**src/rtl/sound_pkg.sv**
```systemverilog
// Shared definitions for the sound RAM arbiter: FSM state encoding and bus widths.
package sound_pkg;

    localparam int SND_ADDR_W = 16;
    localparam int SND_DATA_W = 8;

    typedef enum logic [1:0] {
        ST_IDLE   = 2'd0,
        ST_ACCESS = 2'd1,
        ST_WAIT   = 2'd2
    } arb_state_t;

endpackage

```
**src/rtl/sound_ram_arbiter.sv**
```systemverilog
// Two-way sound RAM arbiter: DOC sample fetches have priority, the host is
// protected from starvation after STARVE_LIMIT consecutive DOC wins.
module sound_ram_arbiter
    import sound_pkg::*;
#(
    parameter int STARVE_LIMIT = 4
) (
    input  logic                  clk,
    input  logic                  reset_n,
    input  logic                  doc_req,
    input  logic [SND_ADDR_W-1:0] doc_addr,
    output logic                  doc_gnt,
    output logic [SND_DATA_W-1:0] doc_rdata,
    output logic                  doc_rvalid,
    input  logic                  host_req,
    input  logic                  host_wr,
    input  logic [SND_ADDR_W-1:0] host_addr,
    input  logic [SND_DATA_W-1:0] host_wdata,
    output logic                  host_gnt,
    output logic [SND_DATA_W-1:0] host_rdata,
    output logic                  host_rvalid,
    output logic                  ram_en,
    output logic                  ram_we,
    output logic [SND_ADDR_W-1:0] ram_addr,
    output logic [SND_DATA_W-1:0] ram_wdata,
    input  logic [SND_DATA_W-1:0] ram_rdata,
    output logic                  arb_busy
);

    localparam logic [3:0] LIMIT = 4'(STARVE_LIMIT);

    arb_state_t state;
    logic [3:0] starve_cnt;
    logic       owner_host;
    logic       acc_wr;
    logic       any_req;
    logic       host_win;
    logic       decide;

    assign any_req  = doc_req | host_req;
    assign host_win = host_req && (!doc_req || starve_cnt == LIMIT);
    assign decide   = (state == ST_IDLE) || (state == ST_WAIT);
    assign arb_busy = (state != ST_IDLE);

    always_ff @(posedge clk or negedge reset_n) begin
        if (!reset_n) begin
            state       <= ST_IDLE;
            starve_cnt  <= '0;
            owner_host  <= 1'b0;
            acc_wr      <= 1'b0;
            doc_gnt     <= 1'b0;
            host_gnt    <= 1'b0;
            doc_rvalid  <= 1'b0;
            host_rvalid <= 1'b0;
            doc_rdata   <= '0;
            host_rdata  <= '0;
            ram_en      <= 1'b0;
            ram_we      <= 1'b0;
            ram_addr    <= '0;
            ram_wdata   <= '0;
        end else begin
            doc_gnt     <= 1'b0;
            host_gnt    <= 1'b0;
            doc_rvalid  <= 1'b0;
            host_rvalid <= 1'b0;
            ram_en      <= 1'b0;
            ram_we      <= 1'b0;

            // Count DOC wins only while the host is actually waiting.
            if (!host_req)
                starve_cnt <= '0;
            else if (decide && any_req) begin
                if (host_win)
                    starve_cnt <= '0;
                else if (starve_cnt != LIMIT)
                    starve_cnt <= starve_cnt + 4'd1;
            end

            case (state)
                ST_IDLE, ST_WAIT: begin
                    if (state == ST_WAIT && !acc_wr) begin
                        if (owner_host) begin
                            host_rdata  <= ram_rdata;
                            host_rvalid <= 1'b1;
                        end else begin
                            doc_rdata  <= ram_rdata;
                            doc_rvalid <= 1'b1;
                        end
                    end
                    if (any_req) begin
                        state      <= ST_ACCESS;
                        owner_host <= host_win;
                        acc_wr     <= host_win && host_wr;
                        ram_en     <= 1'b1;
                        ram_we     <= host_win && host_wr;
                        ram_addr   <= host_win ? host_addr : doc_addr;
                        if (host_win)
                            ram_wdata <= host_wdata;
                        host_gnt   <= host_win;
                        doc_gnt    <= !host_win;
                    end else begin
                        state <= ST_IDLE;
                    end
                end
                ST_ACCESS: state <= ST_WAIT;
                default:   state <= ST_IDLE;
            endcase
        end
    end

endmodule

```
**config.mk**
```make
export PLATFORM = sky130hd
export DESIGN_NAME = sound_ram_arbiter
export DESIGN_NICKNAME = d
export VERILOG_FILES = /design/src/rtl/sound_pkg.sv /design/src/rtl/sound_ram_arbiter.sv
export SDC_FILE = /design/constraint.sdc
export NUM_CORES = 1
export LEC_CHECK = 0
export ABC_CLOCK_PERIOD_IN_PS = 3100
export CAP_MARGIN = 0
export CELL_PAD_IN_SITES_DETAIL_PLACEMENT = 0
export CELL_PAD_IN_SITES_GLOBAL_PLACEMENT = 1
export CORE_MARGIN = 2
export CORE_UTILIZATION = 29
export CTS_CLUSTER_SIZE = 25
export DETAILED_ROUTE_END_ITERATION = 8
export DONT_BUFFER_PORTS = 1
export PLACE_DENSITY = 0.58
export SLEW_MARGIN = 15
export SYNTH_ARGS = -nofsm -noshare
export SYNTH_HDL_FRONTEND = slang
export SYNTH_SLANG_ARGS = --single-unit
```
**constraint.sdc**
```tcl
create_clock -name clk -period 3.1 [get_ports clk]
set_input_delay 0.62 -clock clk [delete_from_list [all_inputs] [get_ports clk]]
set_output_delay 0.62 -clock clk [all_outputs]
set_load 0.1 [all_outputs]
```
Yosys cells after proc, flatten, opt, wreduce, memory -nomap -nowiden
Cells that the tools add are included.
{"block": "classes", "addsub": 1, "eq_ne": 6, "muxes": 21, "n_bitwise": 2, "n_reduce_logical": 17}
{"op": "$mux W16", "n": 1}
{"op": "$mux W4", "n": 4}
{"op": "$mux W1", "n": 15}
{"op": "$reduce_and A3 Y1", "n": 3}
{"op": "$add A4 B1 Y4 const B", "n": 1}
{"op": "$eq A4 B3 Y1 const B", "n": 1}
{"op": "$logic_and A1 B1 Y1", "n": 4}
{"op": "$ne A4 B3 Y1 const B", "n": 1}
{"op": "$pmux W2 S2", "n": 1}
{"op": "$reduce_and A2 Y1", "n": 2}
{"op": "$logic_not A1 Y1", "n": 3}
{"op": "$ne A3 B1 Y1 const B", "n": 1}
{"op": "$eq A2 B1 Y1 const B", "n": 1}
{"op": "$eq A2 B2 Y1 const B", "n": 1}
{"op": "$logic_not A2 Y1", "n": 1}
{"op": "$logic_or A1 B1 Y1", "n": 2}
{"op": "$ne A2 B1 Y1 const B", "n": 1}
{"op": "$reduce_bool A2 Y1", "n": 1}
{"op": "$reduce_or A2 Y1", "n": 1}
{"op": "$not A1 Y1", "n": 1}
{"op": "$or A1 B1 Y1", "n": 1}
{"block": "word_totals", "register_bits": 54, "inputBits": 53, "out_inout_bits": 47, "wordCells": 61}

Depth between registers and ports, before layout
{"block": "logic_depth", "word_depth": 6, "mapped_depth": 7, "mapped_depth_nobuf": 5}

Least setup slack after synthesis
OpenSTA, ideal clock, no wires.
{"block": "synth_timing", "kind": "reg-to-output", "startpoint": "register state[0]", "endpoint": "output arb_busy", "arrival_ps": 1304, "required_ps": 2480, "slack_ps": 1176, "stages_incl_launch_ff": 3, "path_cell_list": "dfrtp_1 -> clkbuf_1 -> or2_2"}
{"block": "synth_via", "elab_chain_cells": 1}
{"element": "start: declaration", "line_no": "sound_ram_arbiter.sv:32", "rtl": "arb_state_t state;"}
{"element": "start signal: assignment", "line_no": "sound_ram_arbiter.sv:47", "rtl": "state <= ST_IDLE;"}
{"element": "start signal: assignment", "line_no": "sound_ram_arbiter.sv:91", "rtl": "state <= ST_ACCESS;"}
{"element": "start signal: assignment", "line_no": "sound_ram_arbiter.sv:102", "rtl": "state <= ST_IDLE;"}
{"element": "$reduce_bool A2 Y1", "line_no": "sound_ram_arbiter.sv:43", "rtl": "assign arb_busy = (state != ST_IDLE);"}
{"element": "end: declaration", "line_no": "sound_ram_arbiter.sv:27", "rtl": "output logic arb_busy"}
Every way passes these cells.

Worst setup path in the final report
{"block": "layout_timing", "startpoint": "register state[0]", "endpoint": "register ram_addr[11]"}
{"block": "layout_via", "elab_chain_cells": 3, "elab_cells_between_ends": 4}
{"element": "$eq A2 B2 Y1 / $logic_not A2 Y1 (equally long branches)", "line_no": "sound_ram_arbiter.sv:79", "rtl": "case (state)"}
{"element": "$reduce_or A2 Y1 (*)", "line_no": "sound_ram_arbiter.sv:79"}
{"element": "$reduce_and A2 Y1 (no source line) (*)"}
{"element": "end signal: assignment", "line_no": "sound_ram_arbiter.sv:96", "rtl": "ram_addr <= host_win ? host_addr : doc_addr;"}
{"element": "end: declaration", "line_no": "sound_ram_arbiter.sv:24", "rtl": "output logic [SND_ADDR_W-1:0] ram_addr,"}
Every way passes the cells marked *; elsewhere a longest branch is shown, timed or not.
A chain may end at the register's enable or synchronous reset.

==> metrics.cfg <==
[final_layout]
fin_nets = 248
diodes = 0
area_delta_synth_final_pct = 9.253
final_layout_size_suffix_gt1_frac = 0.2423
design_area_um2 = 2600
fillers = 855
fin_cells = 299

[global_routing]
grt-busiest-layer = met2
grt_max_degree = 55
grtUsageMet3 = 0.03831
grt_pass1_vias = 1565
overflow = 0
grt_pass1_wl_mm = 8.542
antenna_found_initial = 0
use_met1 = 0.1692
grt_use_met2 = 0.1935
grtUsageTotal = 0.1248

[sta]
layout_setup_ws_ns = 0.8684
slew_headroom = 0.3759
min_period_over_period = 0.7199
slew_viol_final = 0
setup_tns_ns = 0
finalSetupViolCount = 0
max_freq_mhz = 448.1
fin_crit_ns = 2.232
rsz0062_at_grt = false
hold_viol = 0
worst_pin_slew_ns = 0.9362
fin_skew_ns = 0.003703

[place]
hpwl_mm = 3.684
gp_congestion = 0.6411
port_buffers = 0
dpl.cell_count = 290
place_area_um2 = 2467
place_ws_ns = 0.5735

[floorplanning]
start_util = 0.2941
pin_count = 100
dieWidth_um = 94.59
coreArea_um2 = 8093
die_h_um = 94.59
rows = 33
die_area_um2 = 8946

[detailed_routing]
avgRoutedWirePerCell_um = 18.51
vias = 1490
drtPass1Iterations = 4
drc = 0
routed_wl_mm = 5.533
viasPerCell = 4.983
drt_first_iter_violations = 40
drtAntennaViolNets = 0

[yosys]
synth-main-ff-cell = dfrtp_1
yosysWarnings = 0
synth-edff-count = 0
synth_cells = 195
ys_types = 33
async_reset_ff_frac = 1.000
ys_seq_area_frac = 0.5678
syn_area_um2 = 2380
syn-num-nets = 250
syn_area_per_cell_um2 = 12.20
ys_seq_elements = 54

[worst_setup_path]
r2r_start = state[0]
worstReg2RegEnd = ram_addr[11]
cp_max_fo = 24
reg2reg_slack_ns = 0.87
critPathLaunchType = flop
r2r_cells = 4
crit_path_end_kind = flop
crit_type = reg -> reg
crit_arrival_ns = 2.40
worstPathRequired_ns = 3.27

[cts]
root_buffer = clkbuf_8
post-cts-setup-buffers = 0
clock_latency_ns = 0.30
cts_resized = 0
h-tree-depth = 2
clock_path_buffers = 2
clock-sinks = 54
postCtsHoldBufs = 1
cts_inserted_buffers = 5
cts_tree = done
path_clk_slew_ns = 0.10

[run_status]
status = finished, final reports clean

[power]
power.density_nw_per_um2 = 1184
cellLeakagePower_uw = 0.001111
ir_drop_v = 0.0003551

[hold_path]
hold_class = in -> async

[run]
cap_violations = 0

## cell type report
| class | instances | area [µm²] | share of cell area |
|---|---|---|---|
| flip-flops and latches | 54 | 1351 | 0.5197 |
| repair buffers | 5 | 57.56 | 0.02214 |
| multi-input cells | 113 | 902.1 | 0.3470 |
| inverters | 14 | 52.55 | 0.02021 |
| well taps | 105 | 131.4 | 0.05053 |
| clock inverters | 1 | 8.758 | 0.003369 |
| clock buffers | 7 | 96.34 | 0.03705 |
## Yosys cell counts, types with 2 or more instances
master,number,area (µm²)
dfrtp_1,54,1351
buf_2,4,20.02
clkbuf_1,6,22.52
nand2b_1,2,12.51
and2_1,2,12.51
buf_6,3,33.78
o211ai_1,7,52.55
and3_1,2,12.51
o311ai_2,3,48.80
nand4_1,17,106.4
o311ai_1,6,52.55
a21boi_0,4,30.03
nand2_1,26,97.59
nor2_1,2,7.510
mux2_2,24,270.3
nor2b_1,2,12.51
inv_1,14,52.55
ha_1,2,25.02
## where the power goes
part | leakage, µW | switching [µW] | internal (µW) | total, µW
registers | 0.000664 | 1470 | 859 | 2330
clock network | 0.0000544 | 231 | 205 | 437
logic | 0.000393 | 142 | 168 | 310
## how the worst max path moves through the flow
| stage | start | to | slack [ns] | cells past startpoint |
|---|---|---|---|---|
| 2_1_floorplan | state[0] | arb_busy | 1.18 | 2 |
| 3_3_place_gp | doc_req | ram_addr[11] | 0.59 | 4 |
| 3_5_place_dp | doc_req | ram_addr[11] | 0.57 | 4 |
| 4_1_cts | state[0] | ram_addr[11] | 0.84 | 4 |
| 5_1_grt | state[0] | ram_addr[11] | 0.64 | 4 |
| 6_report | state[0] | ram_addr[11] | 0.87 | 4 |
## layer usage
| metal | up-vias | routed length [µm] |
|---|---|---|
| met1 | 742 | 2449 |
| met3 | 5 | 376 |
| met5 | - | 0 |
| li1 | 688 | - |
| met2 | 55 | 2644 |
| met4 | 0 | 63 |
## registers in the layout, summed over array words and instances (netlist names), 2 cells and up
| register | flops |
|---|---|
| starve_cnt | 4 |
| state | 2 |
| ram_addr | 16 |
| doc_rdata | 8 |
| ram_wdata | 8 |
| host_rdata | 8 |
## through the flow
step	power [µW]	util	hold WS [ns]
floorplan	2576	-	0.3244
global placement	2642	0.3049	0.3254
detailed placement	2658	0.3049	0.3254
CTS	3119	0.3213	0.1707
global route	3205	0.3213	0.1702
finish	3079	0.3213	0.1644
## layout by cell type, fill, tap and decap left out, types with 2 or more instances in the layout
| cell | n |
|---|---|
| dfrtp_1 | 54 |
| nand2_1 | 26 |
| mux2_2 | 24 |
| nand4_1 | 17 |
| inv_1 | 14 |
| o211ai_1 | 7 |
| clkbuf_8 | 7 |
| o311ai_1 | 6 |
| a21boi_0 | 4 |
| buf_4 | 4 |
| o311ai_2 | 3 |
| nor2b_1 | 2 |
| nand2b_1 | 2 |
| and2_1 | 2 |
| and3_1 | 2 |
| nor2_1 | 2 |
| ha_1 | 2 |
## critical path: stages, from the launching register on
cell and delay, ns:
dfrtp_1 0.58, o21bai_2 0.45, inv_1 0.62, nand4_1 0.32
o311ai_4 0.11
## cell families (layout without fill, tap and decap cells)
kind of cell               count (synthesis)  in the layout  share of synthesized area
DFF                                       54             54                     0.5678
adders and majority gates                  2              2                    0.01051
AOI/OAI and AO/OA                         26             26                     0.1057
buffers and inverters                     28             27                    0.05731
muxes                                     24             24                     0.1136
and+or+nand+nor                           61             61                     0.1451
(Power assumes the default switching activity.)
